<file path="config.mk">
export PLATFORM = sky130hd
export DESIGN_NAME = clk_monitor
export DESIGN_NICKNAME = d
export VERILOG_FILES = /design/src/rtl/clk_monitor.sv
export SDC_FILE = /design/constraint.sdc
export NUM_CORES = 1
export LEC_CHECK = 0
export CORE_MARGIN = 4
export CORE_UTILIZATION = 56
export DETAILED_ROUTE_END_ITERATION = 10
export PLACE_DENSITY_LB_ADDON = 0.08
export SYNTH_ARGS = -nofsm -noshare
export SYNTH_HDL_FRONTEND = slang
export SYNTH_SLANG_ARGS = --single-unit
</file>
<file path="constraint.sdc">
create_clock -name mclk -period 4.2 [get_ports mclk]
set_clock_uncertainty 0.1 [all_clocks]
set_input_delay 1.05 -clock mclk [delete_from_list [all_inputs] [get_ports mclk]]
set_output_delay 1.05 -clock mclk [all_outputs]
set_load 0.02 [all_outputs]
</file>
<file path="src/rtl/clk_monitor.sv">
// -----------------------------------------------------------------------------
// clk_monitor
//   Watches a buffered clock (bclk) from the monitor clock domain (mclk). bclk
//   is only ever sampled as data. The block measures the bclk period in mclk
//   cycles and reports the clock as lost when no rising edge arrives within
//   TIMEOUT mclk cycles.
//
// Parameters
//   CNT_W    width of the interval counter and the period output
//   TIMEOUT  mclk cycles with no bclk rising edge before bclk is declared lost
//            (legal range 2 .. 2**CNT_W-2)
//
// Ports
//   mclk          monitor clock; all state changes on its rising edge
//   rst           asynchronous active-high reset
//   bclk          monitored clock, asynchronous to mclk
//   en            monitor enable, synchronous to mclk
//   clk_ok        high while bclk is measured as running
//   clk_lost      one-cycle pulse on each entry into LOST
//   period        mclk cycles between the last two bclk rising edges
//   period_valid  one-cycle pulse when period is updated
//   loss_count    number of loss events, saturating at 255
// -----------------------------------------------------------------------------
module clk_monitor #(
  parameter int CNT_W   = 8,
  parameter int TIMEOUT = 16
) (
  input  logic             mclk,
  input  logic             rst,
  input  logic             bclk,
  input  logic             en,
  output logic             clk_ok,
  output logic             clk_lost,
  output logic [CNT_W-1:0] period,
  output logic             period_valid,
  output logic [7:0]       loss_count
);

  typedef enum logic [1:0] {
    IDLE    = 2'd0,
    ACQUIRE = 2'd1,
    RUN     = 2'd2,
    LOST    = 2'd3
  } state_t;

  localparam logic [CNT_W-1:0] CNT_MAX = '1;
  localparam logic [CNT_W-1:0] TO_LAST = CNT_W'(TIMEOUT - 1);

  // sync_q[0], sync_q[1] form the synchronizer; sync_q[2] is the delay flop
  // used for edge detection.
  logic [2:0]       sync_q, sync_d;
  state_t           state_q, state_d;
  logic [CNT_W-1:0] cnt_q, cnt_d;
  logic [CNT_W-1:0] period_q, period_d;
  logic             clk_ok_q, clk_ok_d;
  logic             clk_lost_q, clk_lost_d;
  logic             period_valid_q, period_valid_d;
  logic [7:0]       loss_count_q, loss_count_d;

  logic             bclk_rise;
  logic             timeout;
  logic [CNT_W-1:0] cnt_inc;

  assign bclk_rise = sync_q[1] & ~sync_q[2];
  // An edge in the timeout cycle takes priority, so the timeout term
  // excludes it.
  assign timeout   = ~bclk_rise && (cnt_q == TO_LAST);
  assign cnt_inc   = (cnt_q == CNT_MAX) ? cnt_q : cnt_q + 1'b1;

  always_comb begin
    sync_d         = {sync_q[1:0], bclk};
    state_d        = state_q;
    cnt_d          = cnt_inc;
    period_d       = period_q;
    clk_ok_d       = clk_ok_q;
    clk_lost_d     = 1'b0;
    period_valid_d = 1'b0;
    loss_count_d   = loss_count_q;

    if (!en) begin
      // Disabling aborts any measurement; period and loss_count are kept.
      state_d  = IDLE;
      cnt_d    = '0;
      clk_ok_d = 1'b0;
    end else begin
      case (state_q)
        IDLE: begin
          cnt_d    = '0;
          clk_ok_d = 1'b0;
          state_d  = ACQUIRE;
        end
        ACQUIRE: begin
          clk_ok_d = 1'b0;
          if (bclk_rise) begin
            // First edge only opens the interval; nothing to report yet.
            state_d = RUN;
            cnt_d   = '0;
          end else if (timeout) begin
            state_d      = LOST;
            clk_lost_d   = 1'b1;
            loss_count_d = (loss_count_q == 8'hFF) ? loss_count_q
                                                   : loss_count_q + 8'd1;
          end
        end
        RUN: begin
          if (bclk_rise) begin
            period_d       = cnt_inc;  // cnt+1, saturating
            period_valid_d = 1'b1;
            clk_ok_d       = 1'b1;
            cnt_d          = '0;
          end else if (timeout) begin
            state_d      = LOST;
            clk_ok_d     = 1'b0;
            clk_lost_d   = 1'b1;
            loss_count_d = (loss_count_q == 8'hFF) ? loss_count_q
                                                   : loss_count_q + 8'd1;
          end
        end
        LOST: begin
          clk_ok_d = 1'b0;
          if (bclk_rise) begin
            // The gap before this edge exceeded the timeout, so it is not a
            // valid period; restart the interval instead.
            state_d = RUN;
            cnt_d   = '0;
          end
        end
        default: begin
          state_d  = IDLE;
          cnt_d    = '0;
          clk_ok_d = 1'b0;
        end
      endcase
    end
  end

  always_ff @(posedge mclk or posedge rst) begin
    if (rst) begin
      sync_q         <= '0;
      state_q        <= IDLE;
      cnt_q          <= '0;
      period_q       <= '0;
      clk_ok_q       <= 1'b0;
      clk_lost_q     <= 1'b0;
      period_valid_q <= 1'b0;
      loss_count_q   <= '0;
    end else begin
      sync_q         <= sync_d;
      state_q        <= state_d;
      cnt_q          <= cnt_d;
      period_q       <= period_d;
      clk_ok_q       <= clk_ok_d;
      clk_lost_q     <= clk_lost_d;
      period_valid_q <= period_valid_d;
      loss_count_q   <= loss_count_d;
    end
  end

  assign clk_ok       = clk_ok_q;
  assign clk_lost     = clk_lost_q;
  assign period       = period_q;
  assign period_valid = period_valid_q;
  assign loss_count   = loss_count_q;

endmodule

</file>
==> impl_results.md <==
- Clock root buffer: clkbuf_4
- Vias post-DR: 1117
- Biggest area consumer among synthesized cells: dfrtp_1
- Final wirelength: 2770 um
- Post-Synth XOR/XNOR Area: 0.0357
- Fin crit period: 2.66 ns
- Number of port buffers: 22
- Effective utilization at floorplan: 0.589
- Achievable clock frequency: 0.377 GHz
- CTS tree: done
- Final core utilization: 0.715
- Via density: 5.61
- Type of the worst setup path: in2reg
- Largest net degree at the start of global routing: 33
- Status: finished clean
- Post-synth top cells: dfrtp_1, nand2_1, nor2_1, inv_1, nor3_1
- CP Capture Type: flip-flop
- DIE WIDTH: 59.3 um
- Number of I/O pins: 23
- Synth Area in Compound Gates: 0.106
- Core area: 2500 sq um
- Inserted Clock Buffers: 5
- Relative slew margins: 0.613
- Synth Area in Adders: 0.0595
- Yosys Warn Count: 0
- Final Hold Fails: 0
- CTS Buffer Depth: 2
- DIE AREA: 3510 sq um
- Leak Pwr: 0.822 nW
- Antenna-violating nets left: 0
- Worst skew pair latency: 0.33 ns
- Post-Syn Instances: 140
- FF+latch count, synth: 32
- Hold bufs inserted after CTS: 0
- Global placer's final weighted congestion: 0.789
- Post-synth ARST share: 1.00
- Fin nets: 179
- Clock-pin slew on the worst setup and hold paths: 0.10 ns
- Layout cells sized above 1: 0.0710
- Vias in the first global route: 1150
- Slew @ Worst Pin: 0.578 ns
- Clock net sink count: 32
- Main combinational cell family by area after synthesis: simple AND/OR/NAND/NOR gates
- Fin crit share: 0.632
- Arrival @ worst endpoint: 2.78 ns
- Cts repair resizes: 0
- Unrepaired setup endpoints after global routing: false
- H-tree depth: 2
- Mapped cell area: 1470 sq um
- Initial antenna violation count: 0
- Grt ovf: 0
- Synth Area in Simple Gates: 0.194
- Post-synth EDFFs: 0
- Total GRT Usage: 0.187
- TNS Setup: 0 ns
- Syn Area/Cell: 10.5 sq um
- Area contributors post-synth: dfrtp_1, ha_1, nand2_1, nor2_1, mux2i_1
- Die H: 59.3 um
- Post-synth net total: 151
- CP Data Required Time: 4.32 ns
- Residual DRC count: 0
- Mux share of post-synthesis cell area: 0.0348
- Post-CTS Setup Repair Bufs: 0
- Most common cell in the netlist: dfrtp_1
- Min-delay worst type: reg2reg
- Critical Path Start Type: input port
- Area share of the leading cell type in the synthesized netlist: 0.544
- First-pass GRT wire length: 4750 um
- Yosys cell types: 33
- Peak supply drop: 0.000251 V
- Drt pass-1 iters: 4
- Diode count: 0
- Ys flop type: dfrtp_1
- Pins over their slew limit: 0
- Post-detailed-route wirelength per cell: 13.9 um
- Sequential cell area fraction in the yosys report: 0.544
- Std-Cell Rows: 18
- # setup viols final: 0
- PwrDens: 306 nW/um^2
- DP HPWL: 2010 um
- Max-cap violations: 0
- Area grow syn2layout: 21.4%
- Initial DRC Count: 45
- Worst-path fanout max: 6
==> worst paths after layout <==
| kind | start | endpoint | slack, ns | cells past startpoint |
|---|---|---|---|---|
| hold / removal | sync_q[0] | sync_q[1] | 0.26 | 0 |
| setup reg to reg | cnt_q[4] | loss_count[1] | 1.72 | 4 |
| setup / recovery | en | loss_count[1] | 1.54 | 5 |
| min in group asynchronous | rst | state_q[0] | 1.00 | 3 |
| hold reg to reg | sync_q[0] | sync_q[1] | 0.26 | 0 |
| max in group asynchronous | rst | cnt_q[5] | 2.72 | 3 |
==> power by group <==
part | leakage (nW) | total (mW) | switching, mW | internal [mW]
combinational | 0.356 | 0.0425 | 0.0253 | 0.0171
clock | 0.0326 | 0.186 | 0.104 | 0.0826
sequential | 0.433 | 0.319 | 0.00469 | 0.314
total | 0.822 | 0.548 | 0.134 | 0.414
==> critical path, stage by stage <==
cell,delay [ns]
clkdlybuf4s50_1,0.52
nand2_1,0.06
or4_1,0.52
nor2_1,0.27
mux2_2,0.36
==> per-layer routing <==
| layer | GRT usage | part of all wire | up-vias |
|---|---|---|---|
| met5 | 0 | 0 | - |
| met4 | 0.126 | 0.025 | 0 |
| met3 | 0.0784 | 0.050 | 10 |
| met2 | 0.304 | 0.50 | 31 |
| met1 | 0.194 | 0.42 | 521 |
| li1 | - | - | 555 |
==> cells in the final DEF, fill, tap and decap left out, types with 3 or more instances in the layout <==
| cell type | count |
|---|---|
| dfrtp_1 | 32 |
| nand3_1 | 6 |
| o21ai_0 | 6 |
| nor3_1 | 8 |
| nand2_1 | 15 |
| a21oi_1 | 4 |
| nor2_1 | 11 |
| o31ai_1 | 5 |
| clkbuf_4 | 5 |
| and3_1 | 3 |
| clkdlybuf4s50_1 | 22 |
| xor2_1 | 4 |
| inv_1 | 8 |
| mux2i_1 | 4 |
| ha_1 | 7 |
==> cell type report <==
type / instances / area, sq um
clock buffer: 8 / 58.8
sequential: 32 / 801
fill: 190 / 712
tap: 30 / 37.5
timing repair buffer: 23 / 228
inverter: 8 / 30.0
multi-input combinational: 98 / 633
==> cells by family (layout without fill, tap and decap cells) <==
family	Yosys count	after routing
AOI/OAI and AO/OA	24	24
xor gates and xnor gates	6	6
adders and majority gates	7	7
buffers and inverters	10	39
DFF	32	32
muxes	5	5
and+or+nand+nor	56	56
==> state kept, by name, summed over array words and instances (netlist names) <==
signal and count:
cnt_q 8, loss_count 8, period 8, sync_q 3
state_q 2, clk_lost 1, clk_ok 1, period_valid 1
==> per-stage QoR <==
| stage | std cells | setup WS, ns | hold slack, ns | power (mW) | area, sq um |
|---|---|---|---|---|---|
| after floorplan | 140 | 1.83 | 0.231 | 0.353 | 1470 |
| after detailed placement | 191 | 1.19 | 0.244 | 0.369 | 1730 |
| after CTS | 199 | 1.56 | 0.266 | 0.553 | 1790 |
| after global routing | 199 | 1.48 | 0.290 | 0.577 | 1790 |
| after global placement | 191 | 1.23 | 0.233 | 0.367 | 1730 |
| final | 199 | 1.54 | 0.265 | 0.548 | 1790 |
No activity file was read; power rests on OpenSTA's default activity.
